==> config.mk <==
export PLATFORM = sky130hd
export DESIGN_NAME = fetch_decode_unit_flat
export DESIGN_NICKNAME = d
export VERILOG_FILES = /design/src/rtl/fetch_decode_unit_pkg.sv /design/src/rtl/fetch_decode_unit_if.sv /design/src/rtl/fetch_decode_unit.sv /design/src/flat_wrapper.sv
export SDC_FILE = /design/constraint.sdc
export NUM_CORES = 1
export LEC_CHECK = 0
export CAP_MARGIN = 20
export CORE_MARGIN = 1
export CORE_UTILIZATION = 44
export CTS_CLUSTER_DIAMETER = 30
export DETAILED_ROUTE_END_ITERATION = 10
export PLACE_DENSITY = 0.77
export SYNTH_ARGS = -nofsm -noshare
export SYNTH_HDL_FRONTEND = slang
export SYNTH_SLANG_ARGS = --single-unit
==> constraint.sdc <==
create_clock -name clk -period 1.95 [get_ports clk]
set_clock_uncertainty 0.05 [all_clocks]
set_input_delay 0.585 -clock clk [delete_from_list [all_inputs] [get_ports clk]]
set_output_delay 0.585 -clock clk [all_outputs]
set_load 0.05 [all_outputs]
==> src/rtl/fetch_decode_unit_pkg.sv <==
// rtl/fetch_decode_unit_pkg.sv - shared constants and decode helpers for the fetch/decode front end
//
// Purpose: opcode constants, instruction field positions, FSM state encoding
//          and small opcode classification functions shared by the RTL.
// Ports:   none (package).
package fetch_decode_unit_pkg;

  localparam int ADDR_W_DEF  = 4;
  localparam int INSTR_W_DEF = 8;

  localparam logic [3:0] OP_NOP  = 4'b0000;
  localparam logic [3:0] OP_MOV  = 4'b0101;
  localparam logic [3:0] OP_ADD  = 4'b1000;
  localparam logic [3:0] OP_HALT = 4'b1111;

  localparam int OPC_HI = 7;
  localparam int OPC_LO = 4;
  localparam int OPR_HI = 3;
  localparam int OPR_LO = 0;

  localparam logic [2:0] ST_IDLE   = 3'd0;
  localparam logic [2:0] ST_FETCH  = 3'd1;
  localparam logic [2:0] ST_LOAD   = 3'd2;
  localparam logic [2:0] ST_ISSUE  = 3'd3;
  localparam logic [2:0] ST_HALTED = 3'd4;

  typedef enum logic [2:0] {
    S_IDLE   = ST_IDLE,
    S_FETCH  = ST_FETCH,
    S_LOAD   = ST_LOAD,
    S_ISSUE  = ST_ISSUE,
    S_HALTED = ST_HALTED
  } state_e;

  // HALT is decoded separately: it stops the front end and is never issued.
  function automatic logic is_halt_op(input logic [3:0] opc);
    return opc == OP_HALT;
  endfunction

  function automatic logic is_legal_op(input logic [3:0] opc);
    return (opc == OP_NOP) || (opc == OP_MOV) || (opc == OP_ADD) || (opc == OP_HALT);
  endfunction

endpackage

==> src/rtl/fetch_decode_unit_if.sv <==
// rtl/fetch_decode_unit_if.sv - control, ROM and execute-stage signals of the fetch/decode unit
//
// Purpose: bundles the run/status, instruction ROM and execute handshake signals.
// Signals: run, pc_addr, instruction_in, exec_valid, exec_opcode, exec_operand,
//          exec_ready, busy, halted, illegal_op.
// Modports: master = fetch/decode unit, slave = ROM / execute stage / controller.
interface fetch_decode_unit_if #(
  parameter int ADDR_W  = 4,
  parameter int INSTR_W = 8
);
  logic               run;
  logic [ADDR_W-1:0]  pc_addr;
  logic [INSTR_W-1:0] instruction_in;
  logic               exec_valid;
  logic [3:0]         exec_opcode;
  logic [3:0]         exec_operand;
  logic               exec_ready;
  logic               busy;
  logic               halted;
  logic               illegal_op;

  modport master (
    input  run, instruction_in, exec_ready,
    output pc_addr, exec_valid, exec_opcode, exec_operand, busy, halted, illegal_op
  );

  modport slave (
    output run, instruction_in, exec_ready,
    input  pc_addr, exec_valid, exec_opcode, exec_operand, busy, halted, illegal_op
  );
endinterface

==> src/rtl/fetch_decode_unit.sv <==
// rtl/fetch_decode_unit.sv - program counter, instruction register and fetch/issue FSM
//
// Purpose: fetches words from a one-cycle synchronous ROM, latches them into IR,
//          issues opcode/operand to the execute stage over valid/ready and stops on HALT.
// Ports:   clk  - clock, rising edge
//          rst  - asynchronous active-high reset
//          bus  - fetch_decode_unit_if.master (run, ROM address/data, execute
//                 handshake, busy/halted/illegal_op status)
module fetch_decode_unit
  import fetch_decode_unit_pkg::*;
#(
  parameter int                ADDR_W   = ADDR_W_DEF,
  parameter int                INSTR_W  = INSTR_W_DEF,
  parameter logic [ADDR_W-1:0] RESET_PC = '0
) (
  input logic               clk,
  input logic               rst,
  fetch_decode_unit_if.master bus
);

  state_e             state_q;
  logic [ADDR_W-1:0]  pc_q;
  logic [INSTR_W-1:0] ir_q;
  logic               valid_q;
  logic               busy_q;
  logic               halted_q;
  logic               illegal_q;

  logic [3:0] load_opc;
  logic [3:0] ir_opc;

  assign load_opc = bus.instruction_in[OPC_HI:OPC_LO];
  assign ir_opc   = ir_q[OPC_HI:OPC_LO];

  // Status outputs are flops updated alongside the state so they change only
  // on clock edges (or immediately on reset).
  always_ff @(posedge clk or posedge rst) begin
    if (rst) begin
      state_q   <= S_IDLE;
      pc_q      <= RESET_PC;
      ir_q      <= '0;
      valid_q   <= 1'b0;
      busy_q    <= 1'b0;
      halted_q  <= 1'b0;
      illegal_q <= 1'b0;
    end else begin
      case (state_q)
        S_IDLE, S_HALTED: begin
          if (bus.run) begin
            pc_q      <= RESET_PC;
            state_q   <= S_FETCH;
            busy_q    <= 1'b1;
            halted_q  <= 1'b0;
            illegal_q <= 1'b0;
          end
        end
        S_FETCH: begin
          state_q <= S_LOAD;
        end
        S_LOAD: begin
          ir_q <= bus.instruction_in;
          if (is_halt_op(load_opc)) begin
            // PC keeps pointing at the HALT word.
            state_q  <= S_HALTED;
            busy_q   <= 1'b0;
            halted_q <= 1'b1;
          end else begin
            state_q <= S_ISSUE;
            valid_q <= 1'b1;
          end
        end
        S_ISSUE: begin
          if (bus.exec_ready) begin
            pc_q    <= pc_q + ADDR_W'(1);
            state_q <= S_FETCH;
            valid_q <= 1'b0;
            if (!is_legal_op(ir_opc)) begin
              illegal_q <= 1'b1;
            end
          end
        end
        default: begin
          state_q <= S_IDLE;
          valid_q <= 1'b0;
          busy_q  <= 1'b0;
        end
      endcase
    end
  end

  assign bus.pc_addr      = pc_q;
  assign bus.exec_valid   = valid_q;
  assign bus.exec_opcode  = ir_opc;
  assign bus.exec_operand = ir_q[OPR_HI:OPR_LO];
  assign bus.busy         = busy_q;
  assign bus.halted       = halted_q;
  assign bus.illegal_op   = illegal_q;

endmodule

==> src/flat_wrapper.sv <==
// flat-port wrapper written by rule: the top's interface ports become plain ports
module fetch_decode_unit_flat import fetch_decode_unit_pkg::*;
#(
  parameter int                ADDR_W   = ADDR_W_DEF,
  parameter int                INSTR_W  = INSTR_W_DEF,
  parameter logic [ADDR_W-1:0] RESET_PC = '0
)
  (clk, rst, bus_run, bus_instruction_in, bus_exec_ready, bus_pc_addr, bus_exec_valid, bus_exec_opcode, bus_exec_operand, bus_busy, bus_halted, bus_illegal_op);
  fetch_decode_unit_if #(.ADDR_W(ADDR_W), .INSTR_W(INSTR_W)) bus_i ();
  input logic clk;
  input logic rst;
  input wire logic [$bits(bus_i.run)-1:0] bus_run;
  input wire logic [$bits(bus_i.instruction_in)-1:0] bus_instruction_in;
  input wire logic [$bits(bus_i.exec_ready)-1:0] bus_exec_ready;
  output wire logic [$bits(bus_i.pc_addr)-1:0] bus_pc_addr;
  output wire logic [$bits(bus_i.exec_valid)-1:0] bus_exec_valid;
  output wire logic [$bits(bus_i.exec_opcode)-1:0] bus_exec_opcode;
  output wire logic [$bits(bus_i.exec_operand)-1:0] bus_exec_operand;
  output wire logic [$bits(bus_i.busy)-1:0] bus_busy;
  output wire logic [$bits(bus_i.halted)-1:0] bus_halted;
  output wire logic [$bits(bus_i.illegal_op)-1:0] bus_illegal_op;
  assign bus_i.run = bus_run;
  assign bus_i.instruction_in = bus_instruction_in;
  assign bus_i.exec_ready = bus_exec_ready;
  assign bus_pc_addr = bus_i.pc_addr;
  assign bus_exec_valid = bus_i.exec_valid;
  assign bus_exec_opcode = bus_i.exec_opcode;
  assign bus_exec_operand = bus_i.exec_operand;
  assign bus_busy = bus_i.busy;
  assign bus_halted = bus_i.halted;
  assign bus_illegal_op = bus_i.illegal_op;
  fetch_decode_unit #(.ADDR_W(ADDR_W), .INSTR_W(INSTR_W), .RESET_PC(RESET_PC)) u_core (.clk(clk), .rst(rst), .bus(bus_i));
endmodule
# --- Word-level counts from Yosys, hierarchy flattened ---
# Index checks and enable logic that the tools add are counted.
classes:
  n_bitwise: 2
  n_mul: 0
  n_reduce_logical: 16
  n_div: 0
  order_cmp: 0
  n_shift: 0
  n_mux: 19
  eq_ne: 13
  add_sub_neg: 1
ops:
  columns: ["operator", "count"]
  rows:
  - ["$eq A4 B4 Y1 const B", 3]
  - ["$pmux W3 S4", 1]
  - ["$reduce_and A3 Y1", 4]
  - ["$mux W3", 3]
  - ["$mux W1", 8]
  - ["$mux W4", 2]
  - ["$ne A2 B2 Y1 const B", 4]
  - ["$pmux W4 S2", 1]
  - ["$eq A3 B2 Y1 const B", 2]
  - ["$pmux W1 S3", 2]
  - ["$add A4 B1 Y4 const B", 1]
  - ["$eq A4 B3 Y1 const B", 1]
  - ["$logic_not A4 Y1", 1]
  - ["$pmux W1 S2", 2]
  - ["$reduce_and A4 Y1", 1]
  - ["$reduce_bool A2 Y1", 2]
  - ["$reduce_or A2 Y1", 2]
  - ["$eq A3 B1 Y1 const B", 1]
  - ["$eq A3 B3 Y1 const B", 1]
  - ["$logic_not A3 Y1", 1]
  - ["$logic_or A1 B1 Y1", 3]
  - ["$reduce_or A3 Y1", 1]
  - ["$ne A2 B1 Y1 const B", 1]
  - ["$not A1 Y1", 2]
  - ["$reduce_and A2 Y1", 1]
totals:
  wordCells: 58
  rom_bits: 0
  memories: 0
  register_bits: 19
  mem_bits_rw: 0
  latch_bits: 0

# --- Longest topological paths before layout ---
logic_depth:
  word_depth: 7
  depth_mapped: 4
  ltp_nobuf: 3

# --- Worst setup path before layout ---
# OpenSTA, ideal clock, no wires.
synth_path:
  path_kind: "input to register"
  startpoint: "input port bus_run"
  endpoint: "register u_core.illegal_q (netlist: u_core.bus.illegal_op)"
  path_stages: 3
  setup_time_ps: 121
  path_slack_ps: 495
  required_ps: 1779
  arrival_ps: 1284
  path_buffers: 1
  cell_sequence: "or3b_1 clkbuf_1 a22o_1"
synth_via:
  elab_chain_cells: 2
synth_rtl:
  columns: ["item", "line_no", "text"]
  rows:
  - ["from (decl)", "flat_wrapper.sv:12", "input wire logic [$bits(bus_i.run)-1:0] bus_run;"]
  - ["$ne A2 B2 Y1 (no source line)", null, null]
  - ["$reduce_and A4 Y1 (no source line)", null, null]
  - ["to (signal assigned)", "fetch_decode_unit.sv:45", "illegal_q <= 1'b0;"]
  - ["to (signal assigned)", "fetch_decode_unit.sv:54", "illegal_q <= 1'b0;"]
  - ["to (signal assigned)", "fetch_decode_unit.sv:78", "illegal_q <= 1'b1;"]
  - ["to (decl)", "fetch_decode_unit.sv:27", "logic illegal_q;"]
# No other way between the ends.
# A chain may end at the register's enable or synchronous reset.

# --- Worst setup path after layout ---
# Ends and elaborated chain as after synthesis.

==> flow_metrics.env <==
export IMPL_num_vias=636
export IMPL_numClockSinks=19
export IMPL_most_frequent_standard_cell_in_the_layout_excluding_fill_and_tap_cells="sky130_fd_sc_hd__dfrtp_1"
export IMPL_top_delay_family_on_crit_path="buffers and inverters"
export IMPL_required_ns=2.09
export IMPL_die_width_um=46.3
export IMPL_boundaryPins=28
export IMPL_final_non_filler_cell_total=128
export IMPL_floorplan_rows=15
export IMPL_count_of_nets_left_with_antenna_violations_after_detail_routing=0
export IMPL_cts_root_buffer="sky130_fd_sc_hd__clkbuf_4"
export IMPL_crit_path_cell_trace="clkdlybuf4s50_1, or3b_1, a22o_1"
export IMPL_met2_usage_pct=25.9
export IMPL_cts_buffers_inserted=3
export IMPL_ys_types=30
export IMPL_timing_critical_path_slowest_cell_delay_ns=0.46
export IMPL_synth_edf_count=0
export IMPL_grt_busiest_layer="met2"
export IMPL_yosys_register_bits=19
export IMPL_totalWireLength_um=1520
export IMPL_synth_largest_type_area_fraction_pct=55.1
export IMPL_sequential_share_of_the_synthesized_area_pct=55.1
export IMPL_global_route_wire_length_before_repair_um=2590
export IMPL_core_area_sq_um=1780
export IMPL_status="finished, final reports clean"
export IMPL_port_buffer_count=27
export IMPL_post_cts_hold_buffer_count=0
export IMPL_synth_simple_area_share_pct=18.0
export IMPL_grt_remaining_overflow=0
export IMPL_cts_resized=0
export IMPL_synth_top_family_by_area="simple AND/OR/NAND/NOR gates"
export IMPL_hold_path_class="reg2reg"
export IMPL_finalCriticalPeriod_ns=1.63
export IMPL_start_kind="primary input"
export IMPL_via_per_instance_ratio=4.97
export IMPL_synth_adder_area_share_pct=1.45
export IMPL_ctsHtreeMaxLevel=1
export IMPL_setup_viol=0
export IMPL_dieHeight_um=46.3
export IMPL_synth_compound_gate_area_share_pct=7.83
export IMPL_drive_gt1_share_pct=31.1
export IMPL_synth_fp_nets=86
export IMPL_tightestPinTransition_ns=0.493
export IMPL_grt_util_all_layers_pct=16.9
export IMPL_setup_tns_final_ns=0
export IMPL_yosys_most_used_dff="sky130_fd_sc_hd__dfrtp_1"
export IMPL_timing_final_max_slew_violations=0
export IMPL_timing_critical_path_arrival_ns=1.77
export IMPL_yosys_top_cells_area="sky130_fd_sc_hd__dfrtp_1 (55%), sky130_fd_sc_hd__mux2_2 (10%), sky130_fd_sc_hd__nand2_1 (3.9%)"
export IMPL_async_flop_share_pct=100
export IMPL_synth_warnings=0
export IMPL_path_buf_inv=1
export IMPL_routedWlPerCell_um=11.9
export IMPL_critical_path_peak_fanout=7
export IMPL_count_of_maximum_capacitance_violations=0
export IMPL_skew_pair_late_insertion_delay_ns=0.28
export IMPL_grt_start_max_net_pins=20
export IMPL_powerDensity_nw_per_um2=1900
export IMPL_first_pass_detailed_route_iteration_total=3
export IMPL_design_final_nets=117
export IMPL_ir_worst_vdd_mv=1.20
export IMPL_finalHoldViolations=0
export IMPL_dpl_worst_slack_ns=-0.00412
export IMPL_insertedDiodeCount=0
export IMPL_grt_setup_unrepaired="false"
export IMPL_final_min_period_over_clock_period_pct=83.8
export IMPL_grt_antenna_before_repair=0
export IMPL_timing_worst_setup_path_type="in2reg"
export IMPL_worst_slack_ns=0.315
export IMPL_met3_resource_use_gr_pct=4.71
export IMPL_leakage_nw=0.537
export IMPL_multi_input_comb_area_sq_um=354
export IMPL_placedCellCount=124
export IMPL_postLayoutCoreUtil_pct=64.9
export IMPL_synthToLayoutAreaGrowth_pct=34.1
export IMPL_synthesis_area_per_instance_sq_um=11.8
export IMPL_start_util_pct=48.4
export IMPL_drc=0
export IMPL_nFillCells=151
export IMPL_maxClockFrequency_ghz=0.612
export IMPL_detail_route_iter0_violations=8
export IMPL_seq_area_sq_um=475
export IMPL_crit_path_top_delay_cell="sky130_fd_sc_hd__clkdlybuf4s50_1"
export IMPL_worst_setup_path_end_kind="flop"
export IMPL_final_cell_mix="sky130_fd_sc_hd__dfrtp_1 (19), sky130_fd_sc_hd__buf_4 (18), sky130_fd_sc_hd__clkdlybuf4s50_1 (11), sky130_fd_sc_hd__nand2_1 (9), sky130_fd_sc_hd__mux2_2 (8)"
export IMPL_synthCells=73
export IMPL_gr_usage_met1_pct=23.6
export IMPL_ctsLongestPathBuffers=2
export IMPL_tritoncts="yes"
export IMPL_first_global_vias=606
export IMPL_gp_routability_congestion=0.731
export IMPL_die_area_sq_um=2140
export IMPL_post_synthesis_mux_area_share_pct=12.8
export IMPL_synth_area_leader_cell="sky130_fd_sc_hd__dfrtp_1"
export IMPL_worst_slew_margin_rel_pct=67.1
export IMPL_hold_worst_slack_ns=0.452
export IMPL_synthXorXnorAreaFrac_pct=1.01
export IMPL_worst_setup_hold_path_clk_slew_ns=0.11
export IMPL_synth_area_sq_um=863
export IMPL_post_cts_buffers=0
==> cell type report <==
| cell class | count | share of cell area, % |
|---|---|---|
| sequential | 19 | 41.1 |
| tap | 25 | 2.70 |
| timing repair buffer | 30 | 22.9 |
| clock buffer | 3 | 1.95 |
| multi-input combinational | 49 | 30.6 |
| inverter | 1 | 0.324 |
| clock inverter | 1 | 0.432 |
==> per-stage QoR <==
step / area [sq um] / power (mW)
2_1_floorplan: 863 / 1.67
3_3_place_gp: 1130 / 2.00
3_5_place_dp: 1130 / 2.02
5_1_grt: 1160 / 2.33
4_1_cts: 1160 / 2.22
6_report: 1160 / 2.20
==> sequential cells by signal (all words and copies together), names as in the netlist <==
signal,count
u_core.bus.halted,1
u_core.state_q,3
u_core.ir_q,8
u_core.bus.illegal_op,1
u_core.bus.busy,1
u_core.bus.exec_valid,1
u_core.bus.pc_addr,4
==> cell families (layout without fill, tap and decap cells) <==
family,count (synthesis),count (layout)
flops,19,19
buf+inv,5,35
compound gates,11,11
fa+ha+maj,1,1
mux,10,10
simple gates,26,26
xor+xnor,1,1
==> layer usage <==
metal	up-vias	routed length, um
met5	-	0
met4	0	0
met3	0	91
met2	23	680
met1	294	749
li1	319	-
==> path summary, 6_finish.rpt <==
check | startpoint | slack (ns) | to | cells past startpoint
worst max-delay path | bus_run | 0.32 | u_core.bus.illegal_op | 3
worst min-delay path | u_core.bus.pc_addr[3] | 0.45 | u_core.bus.pc_addr[3] | 1
worst max register to register | u_core.state_q[1] | 0.36 | u_core.ir_q[6] | 2
worst min register to register | u_core.bus.pc_addr[3] | 0.45 | u_core.bus.pc_addr[3] | 1
max in group asynchronous | rst | 1.10 | u_core.bus.busy | 3
min in group asynchronous | rst | 0.55 | u_core.ir_q[1] | 3
==> synthesized netlist by cell type, types with 2 or more instances <==
cell / instances
sky130_fd_sc_hd__dfrtp_1: 19
sky130_fd_sc_hd__nand2_1: 9
sky130_fd_sc_hd__mux2_2: 8
sky130_fd_sc_hd__a21oi_1: 3
sky130_fd_sc_hd__o21ai_0: 3
sky130_fd_sc_hd__mux2i_1: 2
sky130_fd_sc_hd__nand2b_1: 2
sky130_fd_sc_hd__nand3_1: 2
sky130_fd_sc_hd__nand4_1: 2
sky130_fd_sc_hd__nor2_1: 2
sky130_fd_sc_hd__nor3_1: 2
==> power by group <==
part	leakage, nW	internal (mW)	total [mW]	switching (mW)
logic	0.290	0.477	1.25	0.773
clock network	0.0177	0.0761	0.193	0.116
registers	0.230	0.570	0.759	0.189
==> worst register-to-register path: cells and delay by family, from the launching register on <==
family        cells  cell delay (ns)
flops             1             0.52
mux               1             0.40
simple gates      1             0.51
No activity file was read; power rests on OpenSTA's default activity.
==> edit (same settings) <==
`ADDR_W_DEF`: 4 -> 3.
--- a/src/rtl/fetch_decode_unit_pkg.sv
+++ b/src/rtl/fetch_decode_unit_pkg.sv
@@ -6,5 +6,5 @@
 package fetch_decode_unit_pkg;
 
-  localparam int ADDR_W_DEF  = 4;
+  localparam int ADDR_W_DEF  = 3;
   localparam int INSTR_W_DEF = 8;
 
Interface: changed (resized bus_pc_addr); port bits go from 28 to 27. The function was not compared with the original's and may differ.
==> edit against the original RTL <==
  * Cell count fell by 7.0%
  * Hold slack got worse by 13 ps
  * Highest routed layer is now met4
  * Cell area fell by 4.9%
  * Worst setup slack improved by 36 ps
  * Global-route usage rose by 1.1 points
  * Wire length rose by 1.4%
  * Area after synthesis fell by 6.4%
  * Critical endpoint is now u_core.ir_q[7]
  * Synthesized cell count fell by 9.6%
  * Sequential cell count fell by 1
Power is not shown: default switching activity piles up to over one toggle a cycle in this logic, so the estimate is an artifact.
==> edit: results (changes against the original RTL) <==
[synthesis]
yosysSeqAreaShare_pct=55.73  ; +0.66 points
synth.mux.area_fraction_pct=13.78  ; +1.0 points
syn_nets=79  ; -8.1%
synth_compound_area_share_pct=8.824  ; +1.0 points
synthTopCellsByCount=dfrtp_1, mux2_2, nand2_1
synth_area_leaders=dfrtp_1, mux2_2, nand2_1

[critical_path]
slowest_delay_ps=540  ; +80 ps
rr_endpoint=u_core.ir_q[7]
worstPathMaxFanout=11  ; +4
cpMaxStageDelayCell=dfrtp_1
cp_top_family=flip-flops

[worst_hold_path]
min_to=u_core.bus.pc_addr[2]

[status]
status=finished, final reports clean

[route]
wire_per_inst_um=12.95  ; +9.0%
drt_iter0_markers=7  ; -1
wl_um=1541  ; +1.4%
drt_first_pass_iters=4  ; +1

[final_layout]
fill_cells=149  ; -1.3%
drive_above_1_share_pct=32.98  ; +1.9 points

[placed_design]
portBuffers=26  ; -3.7%
gp_congestion=0.7909  ; +8.3%
dp.cells=115  ; -7.3%

[global_route]
grt_pass1_wl_um=2518  ; -2.7%
grt_use_total_pct=17.94  ; +1.1 points
grt_pass1_vias=580  ; -4.3%
grt_max_degree=19  ; -5.0%

## edit: area by class of cell
cell class	instances	area share (%)
Clock buffer	4	3.295
Inverter	1	0.3409
Multi-Input combinational cell	44	30.57
Sequential cell	18	40.91
Tap cell	25	2.841
Timing Repair Buffer	27	22.05
## edit: cells by family (layout without fill, tap and decap cells)
kind of cell             count (synthesis)  after routing
flip-flops                              18             18
adder cells (fa/ha/maj)                  1              1
AND/OR/NAND/NOR                         21             21
AO/OA/AOI/OAI                           11             11
multiplexers                            10             10
XOR/XNOR                                 1              1
buffers and inverters                    4             32
## edit: layer usage
layer  vias to the layer above  share of wire (%)  track usage, %
li1                        289                  -               -
met1                       284                 47           23.83
met2                        21                 47           27.65
met3                         2                6.0           4.000
met4                         0               0.78           9.091
met5                         -                  0               0
## edit: worst max path at each step
stage                                 start                     to  slack (ps)  depth (start not counted)
after floorplan           u_core.state_q[2]         u_core.ir_q[0]         570                          3
after global placement              bus_run  u_core.bus.illegal_op          90                          3
after detailed placement            bus_run  u_core.bus.illegal_op          50                          3
after CTS                 u_core.state_q[1]         u_core.ir_q[7]         340                          2
after global routing      u_core.state_q[1]         u_core.ir_q[2]         250                          2
final                     u_core.state_q[1]         u_core.ir_q[7]         350                          2
## edit: worst register-to-register path, cell delays in order (launching register included)
cell     delay, ps
dfrtp_1        540
nor3b_4        510
mux2_2         400
## edit: per-stage QoR
stage               hold WS, ps  setup WS [ps]  cell area (um^2)
global route              474.0          251.9              1101
global placement          423.1          86.27              1065
CTS                       439.9          342.6              1101
detailed placement        423.7          47.40              1065
finish                    438.5          351.6              1101
floorplan                 473.6          572.4             808.3
